## src/rtl/mm_pd_pkg.sv

```systemverilog
// mm_pd_pkg: shared types and helpers for the Mueller-Muller phase detector.
// Holds the detector state enum, the hard sign decision and the accumulator
// width derivation used by mm_pd_decim and mm_pd_err.
package mm_pd_pkg;

    typedef enum logic [1:0] {
        IDLE  = 2'd0,
        PRIME = 2'd1,
        RUN   = 2'd2
    } state_e;

    // Hard decision from the sample sign bit: zero counts as positive.
    function automatic logic signed [1:0] sign_dec(input logic sign_bit);
        return sign_bit ? -2'sd1 : 2'sd1;
    endfunction

    // Accumulator must hold 2^dec_log2 errors of (adc_bit+1) bits each.
    function automatic int acc_bit_calc(input int adc_bit, input int dec_log2);
        return adc_bit + 1 + dec_log2;
    endfunction

endpackage

```

## src/rtl/mm_pd_err.sv

```systemverilog
// mm_pd_err: combinational Mueller-Muller timing error
//   e[n] = d(x[n-1])*x[n] - d(x[n])*x[n-1]
// The result is ADC_BIT+1 bits; its magnitude never exceeds 2^(ADC_BIT-1),
// so modular arithmetic at that width yields the exact value.
module mm_pd_err
    import mm_pd_pkg::*;
#(
    parameter int ADC_BIT = 8
) (
    input  logic signed [ADC_BIT-1:0] x,
    input  logic signed [ADC_BIT-1:0] x_prev,
    output logic signed [ADC_BIT:0]   e
);

    logic signed [ADC_BIT:0] x_w;
    logic signed [ADC_BIT:0] xp_w;
    logic signed [ADC_BIT:0] t_cur;
    logic signed [ADC_BIT:0] t_prev;

    // Sign-weighted cross products and their difference.
    always_comb begin
        x_w    = {x[ADC_BIT-1], x};
        xp_w   = {x_prev[ADC_BIT-1], x_prev};
        t_cur  = (sign_dec(x_prev[ADC_BIT-1]) == 2'sd1) ? x_w : -x_w;
        t_prev = (sign_dec(x[ADC_BIT-1]) == 2'sd1) ? xp_w : -xp_w;
        e      = t_cur - t_prev;
    end

endmodule

```

## src/rtl/mm_pd_decim.sv

```systemverilog
// mm_pd_decim: baud-rate Mueller-Muller timing-error detector with a
// decimating averager. Averages 2^DEC_LOG2 errors and emits one signed
// ADC_BIT-wide word with a one-cycle out_valid strobe; out is 0 otherwise.
// Optional feature: define MMPD_DEADZONE_EN to force averages with
// |avg| <= DZ_TH to zero on the strobe (the strobe still fires).
module mm_pd_decim
    import mm_pd_pkg::*;
#(
    parameter int ADC_BIT  = 8,
    parameter int DEC_LOG2 = 2,
    parameter int DZ_TH    = 1
) (
    input  logic                      clk,
    input  logic                      rst,
    input  logic                      pd_en,
    input  logic                      in_valid,
    input  logic signed [ADC_BIT-1:0] in,
    output logic signed [ADC_BIT-1:0] out,
    output logic                      out_valid
);

    localparam int ACC_BIT = acc_bit_calc(ADC_BIT, DEC_LOG2);
    localparam logic [DEC_LOG2-1:0] CNT_MAX = '1;
    localparam logic signed [ACC_BIT-1:0] DZ_LIM = ACC_BIT'(DZ_TH);
`ifdef MMPD_DEADZONE_EN
    localparam bit DZ_EN = 1'b1;
`else
    localparam bit DZ_EN = 1'b0;
`endif

    state_e state_q;
    state_e state_d;

    logic signed [ACC_BIT-1:0]  acc_q;
    logic [DEC_LOG2-1:0]        cnt_q;
    logic signed [ADC_BIT-1:0]  x_prev_q;
    logic signed [ADC_BIT-1:0]  out_p1;
    logic                       vld_p1;

    logic signed [ADC_BIT:0]    e_p0;
    logic signed [ACC_BIT-1:0]  sum_p0;

    logic clr;
    logic load;
    logic accum;
    logic strobe;

    // Floor average (arithmetic shift) with optional dead-zone squelch.
    // The averaged value always fits ADC_BIT, so truncation drops only sign copies.
    function automatic logic signed [ADC_BIT-1:0] avg_out(input logic signed [ACC_BIT-1:0] sum);
        logic signed [ACC_BIT-1:0] sh;
        logic signed [ACC_BIT-1:0] mag;
        sh  = sum >>> DEC_LOG2;
        mag = sh[ACC_BIT-1] ? -sh : sh;
        if (DZ_EN && (mag <= DZ_LIM)) begin
            return '0;
        end
        return sh[ADC_BIT-1:0];
    endfunction

    mm_pd_err #(
        .ADC_BIT(ADC_BIT)
    ) u_err (
        .x     (in),
        .x_prev(x_prev_q),
        .e     (e_p0)
    );

    // Running sum including the current error; used for both accumulate and dump.
    always_comb begin
        sum_p0 = acc_q + {{(ACC_BIT-ADC_BIT-1){e_p0[ADC_BIT]}}, e_p0};
    end

    // Next-state and datapath control; pd_en low dominates every state.
    always_comb begin
        state_d = state_q;
        clr     = 1'b0;
        load    = 1'b0;
        accum   = 1'b0;
        strobe  = 1'b0;
        if (!pd_en) begin
            state_d = IDLE;
            clr     = 1'b1;
        end else begin
            case (state_q)
                IDLE: begin
                    state_d = PRIME;
                end
                PRIME: begin
                    if (in_valid) begin
                        load    = 1'b1;
                        state_d = RUN;
                    end
                end
                RUN: begin
                    if (in_valid) begin
                        load   = 1'b1;
                        accum  = 1'b1;
                        strobe = (cnt_q == CNT_MAX);
                    end
                end
                default: begin
                    state_d = IDLE;
                    clr     = 1'b1;
                end
            endcase
        end
    end

    // State register.
    always_ff @(posedge clk) begin
        if (rst) begin
            state_q <= IDLE;
        end else begin
            state_q <= state_d;
        end
    end

    // Stage p0 -> p1: accumulate errors, dump the average on the last one.
    always_ff @(posedge clk) begin
        if (rst) begin
            acc_q    <= '0;
            cnt_q    <= '0;
            x_prev_q <= '0;
            out_p1   <= '0;
            vld_p1   <= 1'b0;
        end else begin
            out_p1 <= '0;
            vld_p1 <= 1'b0;
            if (clr) begin
                acc_q    <= '0;
                cnt_q    <= '0;
                x_prev_q <= '0;
            end else begin
                if (load) begin
                    x_prev_q <= in;
                end
                if (accum) begin
                    if (strobe) begin
                        out_p1 <= avg_out(sum_p0);
                        vld_p1 <= 1'b1;
                        acc_q  <= '0;
                        cnt_q  <= '0;
                    end else begin
                        acc_q  <= sum_p0;
                        cnt_q  <= cnt_q + DEC_LOG2'(1);
                    end
                end
            end
        end
    end

    assign out       = out_p1;
    assign out_valid = vld_p1;

endmodule

```

## config.mk

```make
export PLATFORM = sky130hd
export DESIGN_NAME = mm_pd_decim
export DESIGN_NICKNAME = d
export VERILOG_FILES = /design/src/rtl/mm_pd_pkg.sv /design/src/rtl/mm_pd_err.sv /design/src/rtl/mm_pd_decim.sv
export SDC_FILE = /design/constraint.sdc
export NUM_CORES = 1
export LEC_CHECK = 0
export CAP_MARGIN = 20
export CORE_MARGIN = 1.5
export CORE_UTILIZATION = 30
export CTS_CLUSTER_SIZE = 28
export DETAILED_ROUTE_END_ITERATION = 10
export DONT_BUFFER_PORTS = 1
export SETUP_SLACK_MARGIN = 0.1
export SLEW_MARGIN = 0
export SYNTH_ARGS = -nofsm -noshare
export SYNTH_HDL_FRONTEND = slang
export SYNTH_SLANG_ARGS = --single-unit
```

## constraint.sdc

```tcl
create_clock -name clk -period 5.6 [get_ports clk]
set_clock_uncertainty 0.1 [all_clocks]
set_input_delay 0.84 -clock clk [delete_from_list [all_inputs] [get_ports clk]]
set_output_delay 0.84 -clock clk [all_outputs]
set_load 0.02 [all_outputs]
```

==> results of run 1 <==
[sequential cells by signal, summed over array words and instances (netlist names)]
register / flops
acc_q: 10
x_prev_q: 8
state_q: 2
out_valid: 1
cnt_q: 2
out: 8
[cell families after synthesis]
family                   count (synthesis)  synth area share, %
buffers and inverters                   23                 4.16
AO/OA/AOI/OAI                           45                 13.7
flip-flops                              31                 29.5
AND/OR/NAND/NOR                         91                 20.4
adder cells (fa/ha/maj)                 27                 16.8
XOR/XNOR                                27                 11.2
multiplexers                             9                 4.28
[layer usage]
metal	track usage (%)	vias up
met5	0	-
met1	16.2	772
li1	-	866
met4	3.96	0
met3	3.52	8
met2	19.2	34
[cell usage in the layout, fill, tap and decap left out, types with 3 or more instances in the layout]
cell type | netlist | routed
nand2_1 | 20 | 20
o31ai_1 | 5 | 5
nor2_1 | 36 | 36
nand3b_1 | 3 | 3
o21ai_0 | 7 | 7
a22oi_1 | 4 | 4
and3_1 | 6 | 6
ha_1 | 25 | 25
dfxtp_1 | 31 | 31
xnor2_1 | 17 | 17
nor3_1 | 6 | 6
mux2i_1 | 9 | 9
nand3_1 | 6 | 6
a21oi_1 | 17 | 17
xor2_1 | 10 | 10
nand2b_1 | 3 | 3
inv_1 | 17 | 17
clkbuf_8 | 0 | 6
[layout make-up]
type                            count  area, sq um  share of cell area (%)
Multi-Input combinational cell    199         1400                    61.0
Clock buffer                        6         82.6                    3.61
Inverter                           17         63.8                    2.79
Tap cell                           96          120                    5.25
Sequential cell                    31          621                    27.1
Clock inverter                      1         5.00                   0.219
[final timing paths]
check / end / slack [ns] / cells past startpoint
setup / recovery: acc_q[9]$_SDFFE_PP0P_ / 1.44 / 15
hold / removal: cnt_q[1]$_SDFFE_PP0P_ / 0.36 / 2
setup reg to reg: acc_q[9]$_SDFFE_PP0P_ / 1.72 / 17
hold reg to reg: cnt_q[1]$_SDFFE_PP0P_ / 0.36 / 2
[power by group through the flow]
stage	clock network, mW	logic (mW)	registers, mW
after floorplan	0	0.0756	0.228
after global placement	0	0.0902	0.229
after detailed placement	0	0.0912	0.229
after CTS	0.187	0.0916	0.224
after global routing	0.199	0.104	0.224
final	0.180	0.0918	0.224
[stage by stage]
step | cells | power (mW)
after floorplan | 253 | 0.304
after global placement | 343 | 0.319
after detailed placement | 343 | 0.320
after CTS | 350 | 0.503
after global routing | 350 | 0.526
final | 350 | 0.496
[worst reg2reg max path: stages, from the launching register on]
cell and delay [ns]:
dfxtp_1 0.40, inv_1 0.07, ha_1 0.28, mux2i_1 0.25, ha_1 0.29, a21o_1 0.18, a21oi_1 0.22, o21bai_1 0.10
a21oi_1 0.22, xnor2_1 0.11, ha_1 0.33, nand2_1 0.08, a211oi_1 0.17, nor2_1 0.10, o21ai_0 0.21, xnor2_1 0.13
or4_1 0.42, a31oi_1 0.16
==> impl_metrics.json, run 1 <==
{
  "status": "complete, no violations",
  "period_minus_slack_ns": 4.16,
  "setup_viol": 0,
  "drive_gt1_share_pct": 4.72,
  "yosysMostFrequentCell": "nor2_1",
  "final_util_pct": 33.7,
  "end_kind": "register",
  "avgSynthCellArea_sq_um": 8.32,
  "peakVddDrop_mv": 0.113,
  "fin_crit_sh_pct": 74.3,
  "power_leakage_nw": 0.943,
  "worstSetupPathType": "in2reg",
  "crit_required_ns": 5.71,
  "dpl_worst_slack_ns": 1.17,
  "grt_pass1_vias": 1576,
  "setup_tns_ns": 0,
  "cts_tree": "done",
  "port-buffer-count": 0,
  "grt_pass1_wl_um": 7190,
  "p_per_area_nw_per_um2": 216,
  "setup_slack_ns": 1.44,
  "critPathMaxStageDelay_ns": 0.52,
  "grt_max_degree": 22,
  "cts_buffer_depth": 2,
  "initial_core_util_pct": 31.0,
  "layout.nets": 293,
  "clock-root-buffer": "clkbuf_8",
  "htreeDepth": 2,
  "cts_sinks": 31,
  "worstHoldStart": "cnt_q[1]$_SDFFE_PP0P_",
  "grt-ovfl-total": 0,
  "synth.cell_area_sq_um": 2110,
  "rows": 30,
  "rsz0062_at_grt": "no",
  "antenna_left": 0,
  "synth_area_leaders": "dfxtp_1 29%, ha_1 15%, xnor2_1 7.1%, nor2_1 6.4%, mux2i_1 4.3%",
  "stdcell_area_sq_um": 2290,
  "gp_congestion": 0.816,
  "hold_path.class": "reg2reg",
  "crit_chain": "inv_1, ha_1, nand2_1, o21ai_0, fa_1, a21oi_2, o211ai_1, o41ai_1, xor2_1, ha_1, a21oi_1, o21ai_0, xnor2_1, or4_1, a31oi_1",
  "crit_fanout": 5,
  "cp.arrival_ns": 4.28,
  "wl_met2_um": 1860,
  "start_kind": "input pin",
  "viasPerCell": 4.80,
  "wire_per_inst_um": 12.2,
  "slew_violations": 0,
  "syn_nets": 292,
  "ys_ff_latch": 31,
  "synth_cell_types": 38,
  "hold-worst-slack_ns": 0.363,
  "n_antenna_cell": 0,
  "antenna_found_initial": 0,
  "crit_start": "in[0]",
  "drc_errors": 0,
  "drv_cap": 0,
  "power_switching_uw": 138,
  "clk_latency_ns": 0.28,
  "swShare_pct": 27.9,
  "ys_warn_count": 0,
  "async_flop_share_pct": 0,
  "holdBufCountCts": 0,
  "fmax_ghz": 0.240,
  "yosys.area.top_type": "dfxtp_1",
  "post_dp_cell_area_sq_um": 2200,
  "post_cts_buffers": 0,
  "wirelength_um": 4260,
  "drt_pass1_iterations": 4,
  "finalHoldViolCount": 0,
  "track_usage_pct": 12.3,
  "r2r_start": "x_prev_q[0]$_SDFFE_PP0P_",
  "syn_to_final_growth_pct": 8.73,
  "top_layer": "met4",
  "first_iter_violations": 35,
  "clkPwrFrac_pct": 36.3,
  "num_io_pins": 21,
  "core_area_sq_um": 6790,
  "yosysSeqAreaShare_pct": 29.5,
  "die-width_um": 86.8,
  "post_cts_resized": 0,
  "netlist_top_cells_count": "36 x nor2_1, 31 x dfxtp_1, 25 x ha_1",
  "num_vias": 1680,
  "hpwlAfterDp_um": 3290,
  "p_seq_share_pct": 45.1,
  "dieArea_sq_um": 7530,
  "syn_inst": 253,
  "crit_slowest_cell": "fa_1",
  "synth-edff-count": 0,
  "path_clk_slew_ns": 0.07,
  "crit_family": "compound AO/OA/AOI/OAI gates",
  "worstPathBufferInverterCount": 1,
  "die_h_um": 86.8,
  "synth_top_cell_area_share_pct": 29.5,
  "cts_buffers": 5,
  "met1_length_um": 2160,
  "p_comb_share_pct": 18.5,
  "wl_met3_um": 193,
  "worstMarginPinSlew_ns": 0.536,
  "intPower_uw": 358,
  "slew_headroom_pct": 64.2,
  "nFillCells": 725,
  "synth_top_flop_cell": "dfxtp_1"
}
(Power assumes the default switching activity.)
==> inputs of run 2 (changes only) <==
==> constraint.sdc (replaced) <==
create_clock -name clk -period 4.35 [get_ports clk]
set_clock_uncertainty 0.1 [all_clocks]
set_input_delay 0.6525 -clock clk [delete_from_list [all_inputs] [get_ports clk]]
set_output_delay 0.6525 -clock clk [all_outputs]
set_load 0.02 [all_outputs]
==> run 2 against run 1 <==
Compared with the run above: worst setup slack got worse by 1.0 ns; combinational power is 33% higher; non-clock buffer count rose by 1; hold slack got worse by 0.0019 ns; global-route usage rose by 0.26 points; die area unchanged; total power up 38%; sequential power up 29%; clock power increased by 53%; first-iteration DRC count is 71% higher; register-to-register slack got worse by 1.2 ns; largest power group unchanged.
==> impl_metrics.json, run 2 (synthesized netlist as in run 1, its figures left out) <==
{
  "cts_sinks": 31,
  "htreeDepth": 2,
  "rows": 30,
  "stdcell_area_sq_um": 2320,
  "num_io_pins": 21,
  "viasPerCell": 4.80,
  "hold_path.class": "reg2reg",
  "layout.nets": 294,
  "regMostFlops": "acc_q",
  "cp.arrival_ns": 4.05,
  "ff2ff_setup_slack_ns": 0.54,
  "swShare_pct": 26.1,
  "critPathMaxStageDelay_ns": 0.53,
  "gr-usage-met2_pct": 19.6,
  "setup_viol": 0,
  "port-buffer-count": 0,
  "crit_required_ns": 4.46,
  "power_switching_uw": 179,
  "crit_fanout": 5,
  "final_common_cell": "nor2_1",
  "fin_crit_sh_pct": 90.5,
  "die-width_um": 86.8,
  "crit_slowest_cell": "fa_1",
  "p_comb_share_pct": 17.8,
  "busiest_layer": "met2",
  "first_iter_violations": 60,
  "drive_gt1_share_pct": 5.10,
  "drv_cap": 0,
  "p_seq_share_pct": 42.0,
  "grtUsageMet1_pct": 16.6,
  "setup_slack_ns": 0.411,
  "dpl_worst_slack_ns": 0.0853,
  "antenna_left": 0,
  "path_clk_slew_ns": 0.06,
  "core_area_sq_um": 6790,
  "final_cell_mix": "36 x nor2_1, 31 x dfxtp_1, 25 x ha_1",
  "largest_reg_flops": 10,
  "die_h_um": 86.8,
  "num_vias": 1686,
  "initial_core_util_pct": 31.0,
  "r2r_start": "x_prev_q[7]$_SDFFE_PP0P_",
  "setup_tns_ns": 0,
  "n_antenna_cell": 0,
  "cp_num_cells": 15,
  "crit_start": "in[0]",
  "post_dp_cell_area_sq_um": 2200,
  "gp_congestion": 0.816,
  "fmax_ghz": 0.254,
  "start_kind": "input pin",
  "status": "complete, no violations",
  "crit_chain": "inv_1, ha_1, nand2_1, o21ai_0, fa_1, a21oi_2, o211ai_1, o41ai_1, xor2_1, ha_1, a21oi_1, o21ai_1, xnor2_1, or4_1, a31oi_1",
  "reg2regPathDepth": 12,
  "r2r_end": "acc_q[9]$_SDFFE_PP0P_",
  "antenna_found_initial": 0,
  "peakVddDrop_mv": 0.159,
  "wire_per_inst_um": 12.3,
  "period_minus_slack_ns": 3.94,
  "slew_headroom_pct": 60.8,
  "holdBufCountCts": 0,
  "critPathCapture": "acc_q[9]$_SDFFE_PP0P_",
  "power_leakage_nw": 0.949,
  "worstPathBufferInverterCount": 1,
  "wirelength_um": 4330,
  "worstMarginPinSlew_ns": 0.586,
  "clkPwrFrac_pct": 40.2,
  "crit_family": "compound AO/OA/AOI/OAI gates",
  "worstSetupPathType": "in2reg",
  "end_kind": "register",
  "rsz0062_at_grt": "no",
  "finalHoldViolCount": 0,
  "cts_buffers": 5,
  "grt_pass1_wl_um": 7410,
  "critical_path.most_common_cell": "ha_1",
  "intPower_uw": 507,
  "grt-ovfl-total": 0,
  "grt_pass1_vias": 1595,
  "drc_errors": 0,
  "grtUsageMet3_pct": 3.24,
  "dieArea_sq_um": 7530,
  "track_usage_pct": 12.5,
  "p_per_area_nw_per_um2": 296,
  "cts_tree": "done",
  "drt_pass1_iterations": 4,
  "hpwlAfterDp_um": 3290,
  "syn_to_final_growth_pct": 9.98,
  "grt_max_degree": 22,
  "clk_latency_ns": 0.28,
  "clock-root-buffer": "clkbuf_8",
  "cts_buffer_depth": 2,
  "slew_violations": 0
}
-- run 2: timing repair --
action	in CTS	in global routing
resized for setup	0	2
setup buffers	0	1
endpoints found under the setup margin	0	1
-- run 2: metrics by stage --
stage | total power, mW | hold WS [ns] | cells | utilization [%]
floorplan | 0.391 | 0.326 | 253 | -
global placement | 0.411 | 0.348 | 343 | 32.4
detailed placement | 0.412 | 0.355 | 343 | 32.4
CTS | 0.689 | 0.364 | 350 | 33.9
global route | 0.725 | 0.401 | 351 | 34.1
finish | 0.686 | 0.361 | 351 | 34.1
-- run 2: power groups by stage --
stage / Clock, mW / Sequential, mW / Combinational [mW]
after CTS: 0.282 / 0.288 / 0.119
after detailed placement: 0 / 0.294 / 0.118
after global routing: 0.299 / 0.288 / 0.138
final: 0.276 / 0.288 / 0.122
after global placement: 0 / 0.294 / 0.116
after floorplan: 0 / 0.294 / 0.0973
-- run 2: metal layers --
| metal | share of wire (%) | routed length [um] | vias to the layer above |
|---|---|---|---|
| li1 | - | - | 868 |
| met1 | 50 | 2170 | 781 |
| met2 | 44 | 1900 | 31 |
| met3 | 4.6 | 197 | 6 |
| met4 | 1.4 | 61 | 0 |
| met5 | 0 | 0 | - |
-- run 2: cell type report --
cell class / instances / area [sq um]
clock buffer: 6 / 72.6
clock inverter: 1 / 30.0
fill: 728 / 4480
inverter: 17 / 63.8
multi-input combinational: 199 / 1400
sequential: 31 / 621
tap: 96 / 120
timing repair buffer: 1 / 7.51
-- run 2: worst min-delay path by stage --
stage                               start                    end  cells after the start
CTS                 cnt_q[1]$_SDFFE_PP0P_  cnt_q[1]$_SDFFE_PP0P_                      2
global route        cnt_q[1]$_SDFFE_PP0P_  cnt_q[1]$_SDFFE_PP0P_                      2
floorplan           acc_q[6]$_SDFFE_PP0P_  acc_q[6]$_SDFFE_PP0P_                      2
finish              cnt_q[1]$_SDFFE_PP0P_  cnt_q[1]$_SDFFE_PP0P_                      2
detailed placement  cnt_q[1]$_SDFFE_PP0P_  cnt_q[1]$_SDFFE_PP0P_                      2
global placement    cnt_q[1]$_SDFFE_PP0P_  cnt_q[1]$_SDFFE_PP0P_                      2
-- run 2: tightest hold or removal path, delay by kind of cell (launching register included) --
kind	cells	cell delay [ns]
simple gates	1	0.05
compound gates	1	0.05
flops	1	0.31
==> inputs of run 3 (changes only) <==
==> constraint.sdc (replaced) <==
create_clock -name clk -period 4.2 [get_ports clk]
set_clock_uncertainty 0.1 [all_clocks]
set_input_delay 0.63 -clock clk [delete_from_list [all_inputs] [get_ports clk]]
set_output_delay 0.63 -clock clk [all_outputs]
set_load 0.02 [all_outputs]
==> run 3 against run 2 <==
Compared with the run above: critical path depth rose by 2; worst setup slack got worse by 0.053 ns; sequential power rose by 3%; die area did not move; utilization rose by 0.11 points; hold slack got worse by 0.00077 ns; flip-flop and latch count did not move; final cell count did not move; non-clock buffer count did not move; clock power rose by 3%; via count fell by 0.12%; largest cell class unchanged; largest power group unchanged.
==> impl_metrics.json, run 3 (synthesized netlist as in run 1, its figures left out) <==
{
  "fmax_ghz": 0.260,
  "cts_buffers": 5,
  "slew_headroom_pct": 63.3,
  "start_kind": "input pin",
  "status": "complete, no violations",
  "worstPathBufferInverterCount": 1,
  "setup_viol": 0,
  "path_clk_slew_ns": 0.07,
  "die_h_um": 86.8,
  "initial_core_util_pct": 31.0,
  "stdcell_area_sq_um": 2320,
  "grt_pass1_wl_um": 7200,
  "setup_slack_ns": 0.358,
  "htreeDepth": 2,
  "hold_path.class": "reg2reg",
  "slew_violations": 0,
  "crit_slowest_cell": "fa_1",
  "worstMarginPinSlew_ns": 0.549,
  "rows": 30,
  "antenna_found_initial": 0,
  "period_minus_slack_ns": 3.84,
  "layout.cells.non_filler": 351,
  "layout.nets": 294,
  "syn_to_final_growth_pct": 10.3,
  "grt_max_degree": 22,
  "cp.arrival_ns": 3.95,
  "crit_chain": "inv_1, ha_1, nand2_1, o21ai_0, fa_1, a21oi_2, o211ai_1, nor2_1, xnor2_1, ha_1, a21oi_1, o21ai_0, nor2_1, o21ai_1, xnor2_1, or4_1, a31oi_1",
  "fin_crit_sh_pct": 91.5,
  "rsz0062_at_grt": "no",
  "ff2ff_setup_slack_ns": 0.41,
  "cts_tree": "done",
  "drt_pass1_iterations": 4,
  "hold-worst-slack_ns": 0.360,
  "core_area_sq_um": 6790,
  "wire_per_inst_um": 12.2,
  "crit_fanout": 4,
  "first_iter_violations": 58,
  "crit_required_ns": 4.31,
  "viasPerCell": 4.80,
  "die-width_um": 86.8,
  "antenna_left": 0,
  "critPathMaxStageDelay_ns": 0.52,
  "peakVddDrop_mv": 0.151,
  "drv_cap": 0,
  "p_per_area_nw_per_um2": 305,
  "cts_sinks": 31,
  "wirelength_um": 4270,
  "final_cell_mix": "36 x nor2_1, 31 x dfxtp_1, 25 x ha_1",
  "dpl_worst_slack_ns": -0.0338,
  "worstSetupPathType": "in2reg",
  "drc_errors": 0,
  "regMostFlops": "acc_q",
  "hpwlAfterDp_um": 3260,
  "nFillCells": 726,
  "power_leakage_nw": 0.953,
  "drive_gt1_share_pct": 5.49,
  "power.total_uw": 709,
  "port-buffer-count": 0,
  "end_kind": "register",
  "grt-ovfl-total": 0,
  "gp_congestion": 0.816,
  "largest_reg_flops": 10,
  "final_common_cell": "nor2_1",
  "num_vias": 1684,
  "crit_family": "adder cells",
  "num_io_pins": 21,
  "clk_latency_ns": 0.28,
  "post_dp_cell_area_sq_um": 2200,
  "holdBufCountCts": 0,
  "dp.cells": 343,
  "setup_tns_ns": 0,
  "cts_buffer_depth": 2,
  "n_antenna_cell": 0,
  "clock-root-buffer": "clkbuf_8",
  "final_util_pct": 34.2,
  "grt_pass1_vias": 1566,
  "finalHoldViolCount": 0,
  "track_usage_pct": 12.4,
  "dieArea_sq_um": 7530
}
-- run 3: cell counts in the layout (fill, tap and decap cells not counted) --
No cell type changed its count.
-- run 3: repair_timing --
item / 4_1_cts / 5_1_grt
setup endpoints to repair: 0 / 1
resized for setup: 0 / 3
setup buffers: 0 / 1
-- run 3: worst min-delay path, cell delays in order (launching register included) --
cell	delay [ns]
dfxtp_1	0.31
nand2_1	0.05
a21oi_1	0.05
-- run 3: layout make-up --
class                   instances  area, sq um  share of cell area, %
clock buffers                   6         72.6                   3.12
clock inverters                 1         30.0                   1.29
inverters                      17         63.8                   2.75
multi-input cells             199         1410                   60.6
flip-flops and latches         31          621                   26.7
well taps                      96          120                   5.17
repair buffers                  1         7.51                  0.323
-- run 3: per-layer routing --
| layer | GRT usage, % | wire (um) |
|---|---|---|
| met5 | 0 | 0 |
| met4 | 4.84 | 59 |
| met3 | 3.52 | 182 |
| met2 | 19.2 | 1920 |
| met1 | 16.3 | 2110 |
-- run 3: worst paths after layout --
| path | start | endpoint | cells past startpoint |
|---|---|---|---|
| worst max-delay path | in[0] | acc_q[9]$_SDFFE_PP0P_ | 17 |
| worst max register to register | x_prev_q[1]$_SDFFE_PP0P_ | acc_q[9]$_SDFFE_PP0P_ | 17 |
| worst min-delay path | cnt_q[1]$_SDFFE_PP0P_ | cnt_q[1]$_SDFFE_PP0P_ | 2 |
| worst min register to register | cnt_q[1]$_SDFFE_PP0P_ | cnt_q[1]$_SDFFE_PP0P_ | 2 |
-- run 3: power breakdown --
| part | switching, mW | internal [mW] | total, mW |
|---|---|---|---|
| Sequential | 0.00243 | 0.296 | 0.298 |
| Clock | 0.110 | 0.174 | 0.283 |
| Combinational | 0.0715 | 0.0559 | 0.127 |
| Total | 0.184 | 0.525 | 0.709 |
